--- src/rtl/gf2m_digit_serial_mul_pkg.sv ---
// gf2m_defs: shared field constants, digit-count helper and FSM encoding
// for the digit-serial GF(2^M) multiplier.
package gf2m_defs;

    localparam int          M13    = 13;
    localparam int          D13    = 4;
    localparam logic [13:0] POLY13 = 14'h201B;
    localparam int          M11    = 11;
    localparam int          D11    = 4;
    localparam logic [11:0] POLY11 = 12'h805;
    localparam int          M8     = 8;
    localparam int          D8     = 4;
    localparam logic [8:0]  POLY8  = 9'h11B;

    function automatic int ceil_div(input int x, input int y);
        return (x + y - 1) / y;
    endfunction

    typedef enum logic [1:0] {
        IDLE = 2'd0,
        RUN  = 2'd1,
        DONE = 2'd2
    } state_t;

endpackage

--- src/rtl/gf2m_digit_serial_mul_step.sv ---
// gf2m_digit_step: one digit-serial step, nxt = (acc * x^D + a * digit) mod f,
// built from bit-wise shift-and-reduce stages only (XOR logic, no carries).
module gf2m_digit_step #(
    parameter int         M    = 13,
    parameter int         D    = 4,
    parameter logic [M:0] POLY = 14'h201B
) (
    input  logic [M-1:0] acc,
    input  logic [M-1:0] a,
    input  logic [D-1:0] digit,
    output logic [M-1:0] nxt
);

    logic [M-1:0] s;
    logic [M-1:0] p;
    logic [M-1:0] t;

    always_comb begin
        s = acc;
        p = '0;
        t = a;
        for (int i = 0; i < D; i++) begin
            s = {s[M-2:0], 1'b0} ^ (s[M-1] ? POLY[M-1:0] : '0);
            p = p ^ (digit[i] ? t : '0);
            t = {t[M-2:0], 1'b0} ^ (t[M-1] ? POLY[M-1:0] : '0);
        end
        nxt = s ^ p;
    end

endmodule

--- src/rtl/gf2m_digit_serial_mul.sv ---
// gf2m_digit_serial_mul: multi-cycle digit-serial GF(2^M) multiply(-accumulate),
// r = a*b (+ c) mod f, one op in flight with a start/done handshake.
module gf2m_digit_serial_mul
    import gf2m_defs::*;
#(
    parameter int         M    = 13,
    parameter int         D    = 4,
    parameter logic [M:0] POLY = 14'h201B
) (
    input  logic         clk,
    input  logic         rst_b,
    input  logic         start_i,
    input  logic         mac_i,
    input  logic [M-1:0] a_i,
    input  logic [M-1:0] b_i,
    input  logic [M-1:0] c_i,
    output logic         ready_o,
    output logic         done_o,
    output logic [M-1:0] r_o
);

    localparam int N  = ceil_div(M, D);
    localparam int CW = (N > 1) ? $clog2(N) : 1;

    state_t          state;
    state_t          nxt_state;
    logic [M-1:0]    a_q;
    logic [N*D-1:0]  b_q;
    logic [M-1:0]    c_q;
    logic            mac_q;
    logic [M-1:0]    acc;
    logic [M-1:0]    step;
    logic [CW-1:0]   cnt;
    logic            accept;
    logic            last;

    assign ready_o = (state != RUN);
    assign done_o  = (state == DONE);
    assign accept  = start_i && ready_o;
    assign last    = (state == RUN) && (cnt == CW'(N - 1));

    // b is shifted left each step so the current MSD always sits at the top
    gf2m_digit_step #(.M(M), .D(D), .POLY(POLY)) u_step (
        .acc  (acc),
        .a    (a_q),
        .digit(b_q[N*D-1 -: D]),
        .nxt  (step)
    );

    always_comb begin
        nxt_state = state;
        if (state == RUN)
            nxt_state = last ? DONE : RUN;
        else if (accept)
            nxt_state = RUN;
        else if (state == DONE)
            nxt_state = IDLE;
    end

    always_ff @(posedge clk or negedge rst_b) begin
        if (!rst_b) begin
            state <= IDLE;
            a_q   <= '0;
            b_q   <= '0;
            c_q   <= '0;
            mac_q <= 1'b0;
            acc   <= '0;
            cnt   <= '0;
            r_o   <= '0;
        end else begin
            state <= nxt_state;
            if (accept) begin
                a_q   <= a_i;
                b_q   <= (N*D)'(b_i);
                c_q   <= c_i;
                mac_q <= mac_i;
                acc   <= '0;
                cnt   <= '0;
            end else if (state == RUN) begin
                acc <= step;
                b_q <= b_q << D;
                cnt <= cnt + 1'b1;
                if (last)
                    r_o <= step ^ (mac_q ? c_q : '0);
            end
        end
    end

endmodule
--- config.mk ---
export PLATFORM = sky130hd
export DESIGN_NAME = gf2m_digit_serial_mul
export DESIGN_NICKNAME = d
export VERILOG_FILES = /design/src/rtl/gf2m_digit_serial_mul_pkg.sv /design/src/rtl/gf2m_digit_serial_mul_step.sv /design/src/rtl/gf2m_digit_serial_mul.sv
export SDC_FILE = /design/constraint.sdc
export NUM_CORES = 1
export LEC_CHECK = 0
export CORE_ASPECT_RATIO = 1.1
export CORE_MARGIN = 1
export CORE_UTILIZATION = 50
export CTS_BUF_LIST = sky130_fd_sc_hd__clkbuf_2 sky130_fd_sc_hd__clkbuf_4 sky130_fd_sc_hd__clkbuf_8
export DETAILED_ROUTE_END_ITERATION = 10
export PLACE_DENSITY = 0.79
export SYNTH_ARGS = -nofsm -noshare
export SYNTH_HDL_FRONTEND = slang
export SYNTH_SLANG_ARGS = --single-unit
--- constraint.sdc ---
create_clock -name clk -period 2.2 [get_ports clk]
set_input_delay 0.44 -clock clk [delete_from_list [all_inputs] [get_ports clk]]
set_output_delay 0.44 -clock clk [all_outputs]
set_load 0.01 [all_outputs]
Word level (Yosys, flattened, before mapping). Cells that the tools add are included.

Register bits after elaboration: 73. Input port bits: 43. Logic and storage cells: 53.

$add $sub $neg: 1. Eq/ne operators: 4. Mux-type cells: 22. Bitwise operators: 13. Reduce and logical (&&, ||, !) cells: 5.

Operator list (count): 13-bit bitwise XOR (12); 13-bit 2-to-1 mux (7); 5-bit 2-to-1 mux (7); 16-bit 2-to-1 mux (2); 2-bit 2-to-1 mux (6); 2-bit == test (second input constant) (2); 3-bit AND reduction (1); 3-bit nonzero test (1); 2-bit by 1-bit adder with 2-bit output (second input constant) (1); 2-bit by 1-bit == test with 1-bit output (second input constant) (1); 1-bit logical AND (2); 2-bit by 1-bit inequality test with 1-bit output (second input constant) (1); 2-bit nonzero test (1); 1-bit NOT (1).

Depth between registers and ports, before layout.
Word-level depth: 11. Depth in mapped cells: 7.

Modules after synthesis. From an unflattened synthesis, not the netlist that was laid out.

Cells, all modules: 392. Area, all modules: 4092.7 sq um.

By module, submodules not included: gf2m_digit_serial_mul (times used 1, cells each 265, area an instance 3178.0 sq um); gf2m_digit_step (times used 1, cells each 127, area an instance 914.6 sq um).

Worst setup path before layout. No wires, ideal clock.

Path type: reg-to-reg. Start point: reg state[1]. End point: reg a_q[0]. Data arrival time: 1.656 ns. Required time: 2.075 ns. Path slack: 0.420 ns. Stages on the path, launching flop included: 7. Buffers on the path: 2. Cell sequence: dfrtp_1 > nor2b_1 > buf_2 > clkinv_1 > nand2_1 > buf_2 > mux2_2.

Cells in the longest elaborated chain, start to end: 2.

RTL lines: start: declaration (RTL line gf2m_digit_serial_mul.sv:25) `state_t state;`; start signal: assignment (RTL line gf2m_digit_serial_mul.sv:71) `state <= nxt_state;`; 2-bit by 1-bit inequality test with 1-bit output (RTL line gf2m_digit_serial_mul.sv:37) `assign ready_o = (state != RUN);`; 1-bit logical AND (RTL line gf2m_digit_serial_mul.sv:39) `assign accept = start_i && ready_o;`; end signal: assignment (RTL line gf2m_digit_serial_mul.sv:73) `a_q <= a_i;`; end: declaration (RTL line gf2m_digit_serial_mul.sv:27) `logic [M-1:0] a_q;`.

No other way between the ends. A chain may end at the register's enable or synchronous reset.

Final worst setup path.
Start point: reg b_q[15]. End point: reg r_o[1].

Cells in the longest elaborated chain, start to end: 4.

RTL lines: start: declaration (RTL line gf2m_digit_serial_mul.sv:28) `logic [N*D-1:0] b_q;`; start signal: assignment (RTL line gf2m_digit_serial_mul.sv:74) `b_q <= (N*D)'(b_i);`; start signal: assignment (RTL line gf2m_digit_serial_mul.sv:81) `b_q <= b_q << D;`; 13-bit 2-to-1 mux (RTL line gf2m_digit_serial_mul_step.sv:24) `p = p ^ (digit[i] ? t : '0);`; 13-bit bitwise XOR (RTL line gf2m_digit_serial_mul_step.sv:24); 13-bit bitwise XOR (RTL line gf2m_digit_serial_mul_step.sv:27) `nxt = s ^ p;`; 13-bit bitwise XOR (RTL line gf2m_digit_serial_mul.sv:84) `r_o <= step ^ (mac_q ? c_q : '0);`; end signal: assignment (RTL line gf2m_digit_serial_mul.sv:84); end: declaration (RTL line gf2m_digit_serial_mul.sv:19) `output logic [M-1:0] r_o`.

No other way between the ends.

==> metrics.txt <==
nature of the critical path endpoint flip-flop; Peak supply drop 0.0008410 V; count leader, synth nand2_1; Root Buffer clkbuf_8; Total Routing Usage GR 22.01%; drt first pass iters 4; Post-Synthesis Cells 383; footprint of the multi-input gates 2168 µm²; CTS tree done; worst path cell trace o22a_1, o22ai_1, a211o_1, xnor3_1, mux2_2; EDFF count, synth 0; via/cell ratio 5.116; Clock Tree Buf Depth 2; cell-internal power 5.693 mW; async set or reset register ratio after synthesis 100.0%; total grt overflow 0; Power, Total 9.227 mW; Slew HR 61.23%; area share of the largest cell type after synthesis 44.32%; number of warnings issued by yosys 0; WHS 0.07651 ns; outcome complete, no violations; area of the core 7955 µm²; required time worst endpoint 2.44 ns; largest stage delay on the critical path 0.62 ns; Slowest-stage cell, CP dfrtp_1; initial antenna violation count 0; Hold WC Path Type input port to asynchronous set/reset pin; Max Cap Viol 0; routability congestion estimate 0.8522; Flop pwr share 29.6%; Std-Cell Rows 34; synth top area cells dfrtp_1, nand2_1, mux2_2; Power Density 1824 nW/µm²; H-tree depth 3; Avg Cell Area, Syn 10.76 µm²; DRC 0; first-pass GRT wire length 14.38 mm; RSZ-0062 raised after global routing no; worst path bufs/invs 0; #FFs+latches synth 73; Placed Cells 535; Routed WL 8.352 mm; Die Ht 97.22 µm; PortBufs 57; sw frac 38.30%; post-synthesis sequential area ratio 44.32%; Cell Count, Final, Fillers Out 551; Area Overhead vs Synth 22.77%; final setup margin 0.2428 ns; fill count 649; Net Switching 3.534 mW; Clock Sinks 73; register area 1828 µm²; Tmin final 1.957 ns; largest net degree at the start of global routing 30; CTS Buf Count 9; Hold Vio Cnt, Final 0; Post-Syn Nets 427; highest clock rate 510.9 MHz; Unique masters post-synth 35; Main synth FF type dfrtp_1; critical path peak fanout 13; layout cells sized above 1 15.12%; Clk Latency, worst-skew pair 0.36 ns; Setup TNS 0 ns; Pins Over Slew Limit 0; n_diodes 0; cts hold-fix bufs 0; synth cell count leaders nand2_1, dfrtp_1, mux2_2; Startpoint Class flip-flop; synthesized area 4121 µm²; Initial Util 51.81%; Worst-Margin Slew 0.5816 ns; CTS clk-pin slew, worst paths 0.08 ns; final period utilization 88.96%; Final setup viols 0; via count 2819; Clock Skews 0.01003 ns; Gate power share 57.4%; critical path class flip-flop to flip-flop; I/O pin count 58; vias in the first global route 2919; leakage 2.343 nW; top cell type by total area after synthesis dfrtp_1; antenna violation net count after detailed routing 0; worst path arrival time 2.19 ns; clock share of power 13.0%; DPL Wire Length 5.988 mm; 1st-iter DRT viols 212; post-place setup slack 0.1767 ns; die area 8610 µm²; final net count 482; Die X-Extent 88.57 µm; wire length per cell 15.16 µm; delay-heaviest family, CP flip-flops
-- registers in the layout, indices dropped and copies added (netlist names) --
register	flops
a_q	13
acc	13
b_q	16
c_q	13
cnt	2
mac_q	1
r_o	13
state	2
-- layout make-up --
type                            instances  share of cell area (%)
Clock inverter                          6                   1.780
Timing Repair Buffer                   68                   13.55
Clock buffer                           10                   2.720
Tap cell                              108                   2.671
Inverter                                4                  0.2967
Multi-Input combinational cell        282                   42.85
Sequential cell                        73                   36.13
-- cell usage in the layout (no fill, tap or decap), drive strengths merged, types with 16 or more instances in the layout --
cell,Yosys,final
mux2i,16,16
clkdlybuf4s50,0,56
o21ai,29,29
xnor3,16,16
nand2,104,104
nand3b,17,17
mux2,28,28
xor2,25,25
xnor2,24,24
dfrtp,73,73
-- final timing paths --
check                           slack [ns]    start  cells past startpoint      end
worst max-delay path                  0.24  b_q[15]                      5   r_o[1]
min in group clk                      0.46   b_q[9]                      2  b_q[13]
worst min-delay path                  0.08    rst_b                      1  b_q[12]
worst min register to register        0.46   b_q[9]                      2  b_q[13]
max in group asynchronous             1.56    rst_b                      2   acc[1]
worst max register to register        0.24  b_q[15]                      5   r_o[1]
-- logic make-up (layout without fill, tap and decap cells) --
| family | count (synthesis) | count (layout) | synth area share (%) |
|---|---|---|---|
| DFF | 73 | 73 | 44.32 |
| adders and majority gates | 1 | 1 | 0.3035 |
| muxes | 44 | 44 | 11.54 |
| and+or+nand+nor | 133 | 133 | 14.06 |
| xor gates and xnor gates | 68 | 68 | 21.77 |
| buffers and inverters | 28 | 88 | 3.127 |
| AOI/OAI and AO/OA | 36 | 36 | 4.888 |
-- worst reg2reg max path: stages, from the launching register on --
cell and delay [ns]:
dfrtp_1 0.62, o22a_1 0.22, o22ai_1 0.07, a211o_1 0.31
xnor3_1 0.36, mux2_2 0.27
-- metal layers --
| metal | wire length (µm) | global-route usage [%] |
|---|---|---|
| met2 | 3982 | 32.84 |
| met1 | 3875 | 31.90 |
| met3 | 333 | 4.503 |
| met5 | 0 | 0 |
| met4 | 161 | 7.568 |
-- metrics by stage --
step | utilization (%) | cell area, µm²
floorplan | - | 4121
global placement | 60.73 | 4831
detailed placement | 60.73 | 4831
CTS | 63.59 | 5059
global route | 63.60 | 5060
finish | 63.60 | 5060
-- timing repair --
| action | CTS | global route |
|---|---|---|
| resized for setup | 0 | 1 |
| buffers inserted | 0 | 0 |
| endpoints found under the setup margin | 0 | 1 |
-- power groups by stage --
| stage | Sequential, mW | Clock [mW] | Combinational [mW] |
|---|---|---|---|
| finish | 2.74 | 1.20 | 5.29 |
| global route | 2.85 | 1.28 | 5.80 |
| CTS | 2.73 | 1.22 | 5.33 |
| detailed placement | 2.75 | 0 | 5.30 |
| global placement | 2.73 | 0 | 5.16 |
| floorplan | 2.45 | 0 | 4.32 |
No activity file was read; power rests on OpenSTA's default activity.
